### src/rtl/game_sequencer_if.sv
`default_nettype none
// ============================================================================
// game_sequencer_if : button/renderer inputs and game status outputs
// Rev 1.0
// ============================================================================
interface game_sequencer_if;
  logic               start;
  logic               jump_btn;
  logic               hit;
  logic               pass;
  logic signed [10:0] y_coord;
  logic [1:0]         state;
  logic               enable;
  logic               jump;
  logic [1:0]         fall_accel;
  logic [7:0]         score;
  logic [7:0]         high_score;

  modport master (
    output start, jump_btn, hit, pass, y_coord,
    input  state, enable, jump, fall_accel, score, high_score
  );

  modport slave (
    input  start, jump_btn, hit, pass, y_coord,
    output state, enable, jump, fall_accel, score, high_score
  );
endinterface
`default_nettype wire

### src/rtl/game_sequencer.sv
`default_nettype none
// ============================================================================
// game_sequencer : IDLE/READY/PLAY/OVER game flow, BCD scoring, jump stretch
// Rev 1.0
// ============================================================================
module game_sequencer #(
  parameter int TICK_DIV    = 32,
  parameter int READY_TICKS = 64,
  parameter int OVER_TICKS  = 128
) (
  input  wire logic          clk,
  input  wire logic          rst,
  game_sequencer_if.slave    bus
);

  localparam int c_TW    = $clog2(TICK_DIV);
  localparam int c_CMAX  = (READY_TICKS > OVER_TICKS) ? READY_TICKS : OVER_TICKS;
  localparam int c_CW    = $clog2(c_CMAX + 1);
  localparam logic [c_TW-1:0] c_TICK_MAX = c_TW'(TICK_DIV - 1);
  localparam logic [c_CW-1:0] c_READY_LD = c_CW'(READY_TICKS);
  localparam logic [c_CW-1:0] c_OVER_LD  = c_CW'(OVER_TICKS);

  typedef enum logic [1:0] {
    c_IDLE  = 2'd0,
    c_READY = 2'd1,
    c_PLAY  = 2'd2,
    c_OVER  = 2'd3
  } state_t;

  state_t          r_state;
  logic            r_enable;
  logic            r_jump;
  logic [1:0]      r_fall;
  logic [7:0]      r_score;
  logic [7:0]      r_high;
  logic [c_TW-1:0] r_tick_cnt;
  logic [c_CW-1:0] r_cd;

  // Synchronizer bit order {start, jump_btn, hit, pass}; third stage only for edge inputs
  logic [3:0]      r_sy0;
  logic [3:0]      r_sy1;
  logic [2:0]      r_sy2;

  logic            w_tick;
  logic            w_start_e;
  logic            w_jump_e;
  logic            w_pass_e;
  logic            w_hit;
  logic            w_exit;
  logic [7:0]      w_score_inc;

  function automatic logic [1:0] f_accel(input logic [3:0] tens);
    return (tens >= 4'd3) ? 2'd3 : tens[1:0];
  endfunction

  assign w_tick    = (r_tick_cnt == c_TICK_MAX);
  assign w_start_e = r_sy1[3] & ~r_sy2[2];
  assign w_jump_e  = r_sy1[2] & ~r_sy2[1];
  assign w_pass_e  = r_sy1[0] & ~r_sy2[0];
  assign w_hit     = r_sy1[1];
  assign w_exit    = w_hit | (w_tick & ($signed(bus.y_coord) <= 11'sd0));

  always_comb begin
    w_score_inc = r_score;
    if (r_score != 8'h99) begin
      if (r_score[3:0] == 4'd9) w_score_inc = {r_score[7:4] + 4'd1, 4'd0};
      else                      w_score_inc = {r_score[7:4], r_score[3:0] + 4'd1};
    end
  end

  always_ff @(posedge clk or negedge rst) begin
    if (!rst) begin
      r_sy0      <= '0;
      r_sy1      <= '0;
      r_sy2      <= '0;
      r_tick_cnt <= '0;
    end else begin
      r_sy0      <= {bus.start, bus.jump_btn, bus.hit, bus.pass};
      r_sy1      <= r_sy0;
      r_sy2      <= {r_sy1[3], r_sy1[2], r_sy1[0]};
      r_tick_cnt <= w_tick ? '0 : r_tick_cnt + 1'b1;
    end
  end

  always_ff @(posedge clk or negedge rst) begin
    if (!rst) begin
      r_state  <= c_IDLE;
      r_enable <= 1'b0;
      r_jump   <= 1'b0;
      r_fall   <= 2'd0;
      r_score  <= 8'h00;
      r_high   <= 8'h00;
      r_cd     <= '0;
    end else begin
      case (r_state)
        c_IDLE: begin
          if (w_start_e) begin
            r_state <= c_READY;
            r_score <= 8'h00;
            r_fall  <= 2'd0;
            r_cd    <= c_READY_LD;
          end
        end
        c_READY: begin
          if (w_jump_e) begin
            r_state  <= c_PLAY;
            r_enable <= 1'b1;
            r_cd     <= '0;
          end else if (w_tick) begin
            if (r_cd <= c_CW'(1)) begin
              r_state  <= c_PLAY;
              r_enable <= 1'b1;
              r_cd     <= '0;
            end else begin
              r_cd <= r_cd - 1'b1;
            end
          end
        end
        c_PLAY: begin
          if (w_exit) begin
            // Score cannot change on the exit cycle, so r_score is final here
            r_state  <= c_OVER;
            r_enable <= 1'b0;
            r_jump   <= 1'b0;
            r_cd     <= c_OVER_LD;
            if (r_score > r_high) r_high <= r_score;
          end else begin
            if (w_pass_e) begin
              r_score <= w_score_inc;
              r_fall  <= f_accel(w_score_inc[7:4]);
            end
            if (w_jump_e)    r_jump <= 1'b1;
            else if (w_tick) r_jump <= 1'b0;
          end
        end
        default: begin
          if (w_start_e && (r_cd == '0)) begin
            r_state <= c_READY;
            r_score <= 8'h00;
            r_fall  <= 2'd0;
            r_cd    <= c_READY_LD;
          end else if (w_tick && (r_cd != '0)) begin
            r_cd <= r_cd - 1'b1;
          end
        end
      endcase
    end
  end

  assign bus.state      = r_state;
  assign bus.enable     = r_enable;
  assign bus.jump       = r_jump;
  assign bus.fall_accel = r_fall;
  assign bus.score      = r_score;
  assign bus.high_score = r_high;

endmodule
`default_nettype wire

### src/flat_wrapper.sv
// flat-port wrapper written by rule: the top's interface ports become plain ports
module game_sequencer_flat 
#(
  parameter int TICK_DIV    = 32,
  parameter int READY_TICKS = 64,
  parameter int OVER_TICKS  = 128
)
  (clk, rst, bus_start, bus_jump_btn, bus_hit, bus_pass, bus_y_coord, bus_state, bus_enable, bus_jump, bus_fall_accel, bus_score, bus_high_score);
  game_sequencer_if bus_i ();
  input  wire logic clk;
  input  wire logic rst;
  input wire logic [$bits(bus_i.start)-1:0] bus_start;
  input wire logic [$bits(bus_i.jump_btn)-1:0] bus_jump_btn;
  input wire logic [$bits(bus_i.hit)-1:0] bus_hit;
  input wire logic [$bits(bus_i.pass)-1:0] bus_pass;
  input wire logic [$bits(bus_i.y_coord)-1:0] bus_y_coord;
  output wire logic [$bits(bus_i.state)-1:0] bus_state;
  output wire logic [$bits(bus_i.enable)-1:0] bus_enable;
  output wire logic [$bits(bus_i.jump)-1:0] bus_jump;
  output wire logic [$bits(bus_i.fall_accel)-1:0] bus_fall_accel;
  output wire logic [$bits(bus_i.score)-1:0] bus_score;
  output wire logic [$bits(bus_i.high_score)-1:0] bus_high_score;
  assign bus_i.start = bus_start;
  assign bus_i.jump_btn = bus_jump_btn;
  assign bus_i.hit = bus_hit;
  assign bus_i.pass = bus_pass;
  assign bus_i.y_coord = bus_y_coord;
  assign bus_state = bus_i.state;
  assign bus_enable = bus_i.enable;
  assign bus_jump = bus_i.jump;
  assign bus_fall_accel = bus_i.fall_accel;
  assign bus_score = bus_i.score;
  assign bus_high_score = bus_i.high_score;
  game_sequencer #(.TICK_DIV(TICK_DIV), .READY_TICKS(READY_TICKS), .OVER_TICKS(OVER_TICKS)) u_core (.clk(clk), .rst(rst), .bus(bus_i));
endmodule
### config.mk
export PLATFORM = sky130hd
export DESIGN_NAME = game_sequencer_flat
export DESIGN_NICKNAME = d
export VERILOG_FILES = /design/src/rtl/game_sequencer_if.sv /design/src/rtl/game_sequencer.sv /design/src/flat_wrapper.sv
export SDC_FILE = /design/constraint.sdc
export NUM_CORES = 1
export LEC_CHECK = 0
export ABC_CLOCK_PERIOD_IN_PS = 2700
export BUFFER_PORTS_ARGS = -buffer_cell sky130_fd_sc_hd__clkbuf_2
export CORE_ASPECT_RATIO = 0.8
export CORE_MARGIN = 4
export CORE_UTILIZATION = 55
export CTS_BUF_LIST = sky130_fd_sc_hd__clkbuf_8
export DETAILED_ROUTE_END_ITERATION = 8
export GPL_ROUTABILITY_DRIVEN = 0
export PLACE_DENSITY_LB_ADDON = 0.15
export SYNTH_ARGS = -nofsm -noshare
export SYNTH_HDL_FRONTEND = slang
export SYNTH_SLANG_ARGS = --single-unit
### constraint.sdc
create_clock -name clk -period 2.7 [get_ports clk]
set_input_delay 0.27 -clock clk [delete_from_list [all_inputs] [get_ports clk]]
set_output_delay 0.27 -clock clk [all_outputs]
set_load 0.02 [all_outputs]
==> results.txt <==
Status: finished clean
Worst slew pin tran: 0.895 ns
Die height: 70.2 um
HP Class: input port to asynchronous set/reset pin
Vias in the first global route: 1,990
CP peak stage delay: 0.38 ns
Highest clock rate: 0.409 GHz
CTS tree: done
Buf/Inv on CP: 0
Vias post-DR: 2,120
Crit path DAT: 2.63 ns
Syn nets: 297
Die X: 85.7 um
CTS Root Cell: clkbuf_8
H-tree levels: 2
Synthesized flop and latch total: 46
Final hold violation count: 0
Overflow after GRT: 0
Share of post-route cells with drive strength above 1: 24.0%
CTS Buf Count: 5
CP Data Required Time: 2.89 ns
CP endpoint kind: flip-flop
Peak supply drop: 0.857 mV
Cell repeated most along the worst path: ha_1
Skew final: 0.0111 ns
CTS sink cnt: 46
Routed wire per std cell: 15.6 um
Worst Path Max Fanout: 10
Area Overhead vs Synth: 14.4%
Dominant synthesized flop cell: dfrtp_1
Post-Syn Area per Cell: 10.3 sq um
Nature of the critical path startpoint: flip-flop
Final WL: 5.68 mm
Minimum clock period: 2.45 ns
Nets: 342
Async SR Flop Fraction: 100%
Core Box Area: 0.00462 sq mm
Number of cells produced by synthesis: 258
Final ANT Viol Nets: 0
Initial antenna violation count: 0
Synthesized area: 0.00266 sq mm
Netlist cell types: 60
Global-route wire length before repair: 9.74 mm
Num ports: 39
1st-iter DRT viols: 166
Yosys Warn Count: 0
Total GRT Usage: 19.9%
Post-synth EDFFs: 0
Hold-fix buffers at CTS: 0
Worst path top cell family by delay: compound AO/OA/AOI/OAI gates
Register area share after synthesis: 43.3%
Pin count of the biggest net entering global routing: 29
Relative slew margins: 40.0%
Pleak: 1.39 nW
Crit-path cells: ha_1 -> and3_1 -> ha_1 -> nor4b_1 -> nand3_2 -> a31o_2 -> a211o_1 -> a32o_1
Drt pass-1 iters: 4
P per Cell Area: 1120 mW/mm^2
Clk_lat worst skew: 0.30 ns
Pins Over Slew Limit: 0
Detailed placement HPWL: 4.34 mm
Slowest CP cell: dfrtp_1
Die area: 0.00602 sq mm
Unrepaired setup endpoints after global routing: no
Drt via density: 5.82
Max-cap violations: 0
Diodes inserted: 0
End-of-flow core utilization: 65.7%
I/O Buffers: 38
Max Root-Sink Buffers: 2
Tcrit/Tclk final: 90.6%
Finish-stage setup viols: 0
Remaining DRCs: 0
Critical path class: flip-flop to flip-flop
Starting Density: 57.5%
Clock slew at reported path FFs: 0.09 ns
Setup TNS: 0 ns
Num rows: 22
repair_timing:
item                                    CTS  global route
setup buffers                             0             0
endpoints found under the setup margin    0             1
resized for setup                         0             1
registers in the layout (all words and copies together) (netlist names):
register	flops
u_core.bus.fall_accel	2
u_core.r_sy2	3
u_core.r_sy0	4
u_core.bus.score	8
u_core.bus.enable	1
u_core.bus.high_score	8
u_core.r_tick_cnt	5
u_core.r_sy1	4
u_core.r_cd	8
u_core.bus.state	2
u_core.bus.jump	1
where the power goes:
group          switching, W  internal [W]  leakage (nW)  total (W)
Sequential         0.000249      0.000890         0.567    0.00114
Combinational       0.00108      0.000758         0.783    0.00184
Clock              0.000249      0.000187        0.0447   0.000436
cells by family after synthesis:
family | count (synthesis) | share of synthesized area (%)
AOI/OAI and AO/OA | 61 | 17.8
xor gates and xnor gates | 4 | 1.32
adders and majority gates | 22 | 10.4
buffers and inverters | 27 | 4.14
DFF | 46 | 43.3
muxes | 10 | 4.05
and+or+nand+nor | 88 | 19.1
placed cells by master (no fill, tap or decap), types with 4 or more instances in the layout:
master / Yosys / final
a21oi_1: 8 / 8
a22o_1: 4 / 4
buf_4: 0 / 7
clkbuf_2: 0 / 38
clkbuf_8: 0 / 5
dfrtp_1: 46 / 46
ha_1: 22 / 22
inv_1: 20 / 20
mux2_2: 6 / 6
mux2i_1: 4 / 4
nand2_1: 18 / 18
nand2b_1: 4 / 4
nand3_1: 20 / 19
nand3b_1: 4 / 4
nor2_1: 10 / 10
nor3_1: 4 / 4
o211ai_1: 4 / 4
o21ai_0: 9 / 9
through the flow:
step	total power, W	setup slack, ns	hold WS [ns]	area (sq um)	instances
2_1_floorplan	0.00247	0.239	-0.0256	2660	258
3_3_place_gp	0.00295	0.361	0.332	2940	356
3_5_place_dp	0.00297	0.228	0.335	2940	356
4_1_cts	0.00342	0.234	0.0240	3040	364
5_1_grt	0.00371	0.0292	0.0492	3040	364
6_report	0.00342	0.254	0.0112	3040	364
final timing paths:
path	depth (start not counted)	startpoint	slack (ns)	endpoint
hold / removal	1	rst	0.01	u_core.bus.high_score[7]$_DFFE_PN0P_
min in group clk	1	bus_pass	0.07	u_core.r_sy0[0]$_DFF_PN0_
max in group asynchronous	2	rst	2.06	u_core.bus.state[0]$_DFFE_PN0P_
hold reg to reg	0	u_core.r_sy0[2]$_DFF_PN0_	0.36	u_core.r_sy1[2]$_DFF_PN0_
setup reg to reg	8	u_core.r_tick_cnt[0]$_DFF_PN0_	0.25	u_core.r_cd[3]$_DFFE_PN0P_
setup / recovery	8	u_core.r_tick_cnt[0]$_DFF_PN0_	0.25	u_core.r_cd[3]$_DFFE_PN0P_
area by class of cell:
cell class	instances	area [sq um]
Fill cell	378	1580
Multi-Input combinational cell	185	1400
Sequential cell	46	1150
Timing Repair Buffer	45	243
Inverter	20	75.1
Tap cell	60	75.1
Clock buffer	5	68.8
Clock inverter	3	25.0
cell usage after synthesis (2+ instances only):
cell type / instances / area share, %
a31oi_1: 2 / 0.47
o21a_1: 2 / 0.56
and3_1: 2 / 0.47
nand2_1: 18 / 2.5
mux2i_1: 4 / 1.5
or4_1: 2 / 0.56
a22o_1: 4 / 1.3
mux2_2: 6 / 2.5
a21oi_1: 8 / 1.5
a211o_1: 3 / 0.99
inv_1: 20 / 2.8
a32o_1: 3 / 1.1
o211ai_1: 4 / 1.1
dfrtp_1: 46 / 43
or4b_1: 2 / 0.75
o311ai_2: 2 / 1.2
nor2b_1: 2 / 0.47
nand2b_1: 4 / 0.94
nand4_1: 3 / 0.71
o22ai_1: 3 / 0.71
xnor2_1: 3 / 0.99
clkbuf_1: 5 / 0.71
or2_2: 2 / 0.47
ha_1: 22 / 10
nand3_1: 20 / 3.8
o2bb2ai_1: 2 / 0.66
o311ai_0: 3 / 0.99
nor2_1: 10 / 1.4
a211oi_1: 3 / 0.85
a21boi_0: 2 / 0.56
nor3_1: 4 / 0.75
nand3b_1: 4 / 1.1
nor3b_1: 3 / 0.85
o21ai_0: 9 / 1.7
layer usage:
layer | share of wire (%) | track usage (%)
met5 | 0 | 0
met4 | 0.42 | 3.34
met3 | 6.2 | 4.13
met2 | 40 | 26.3
met1 | 53 | 33.0
(Power assumes the default switching activity.)
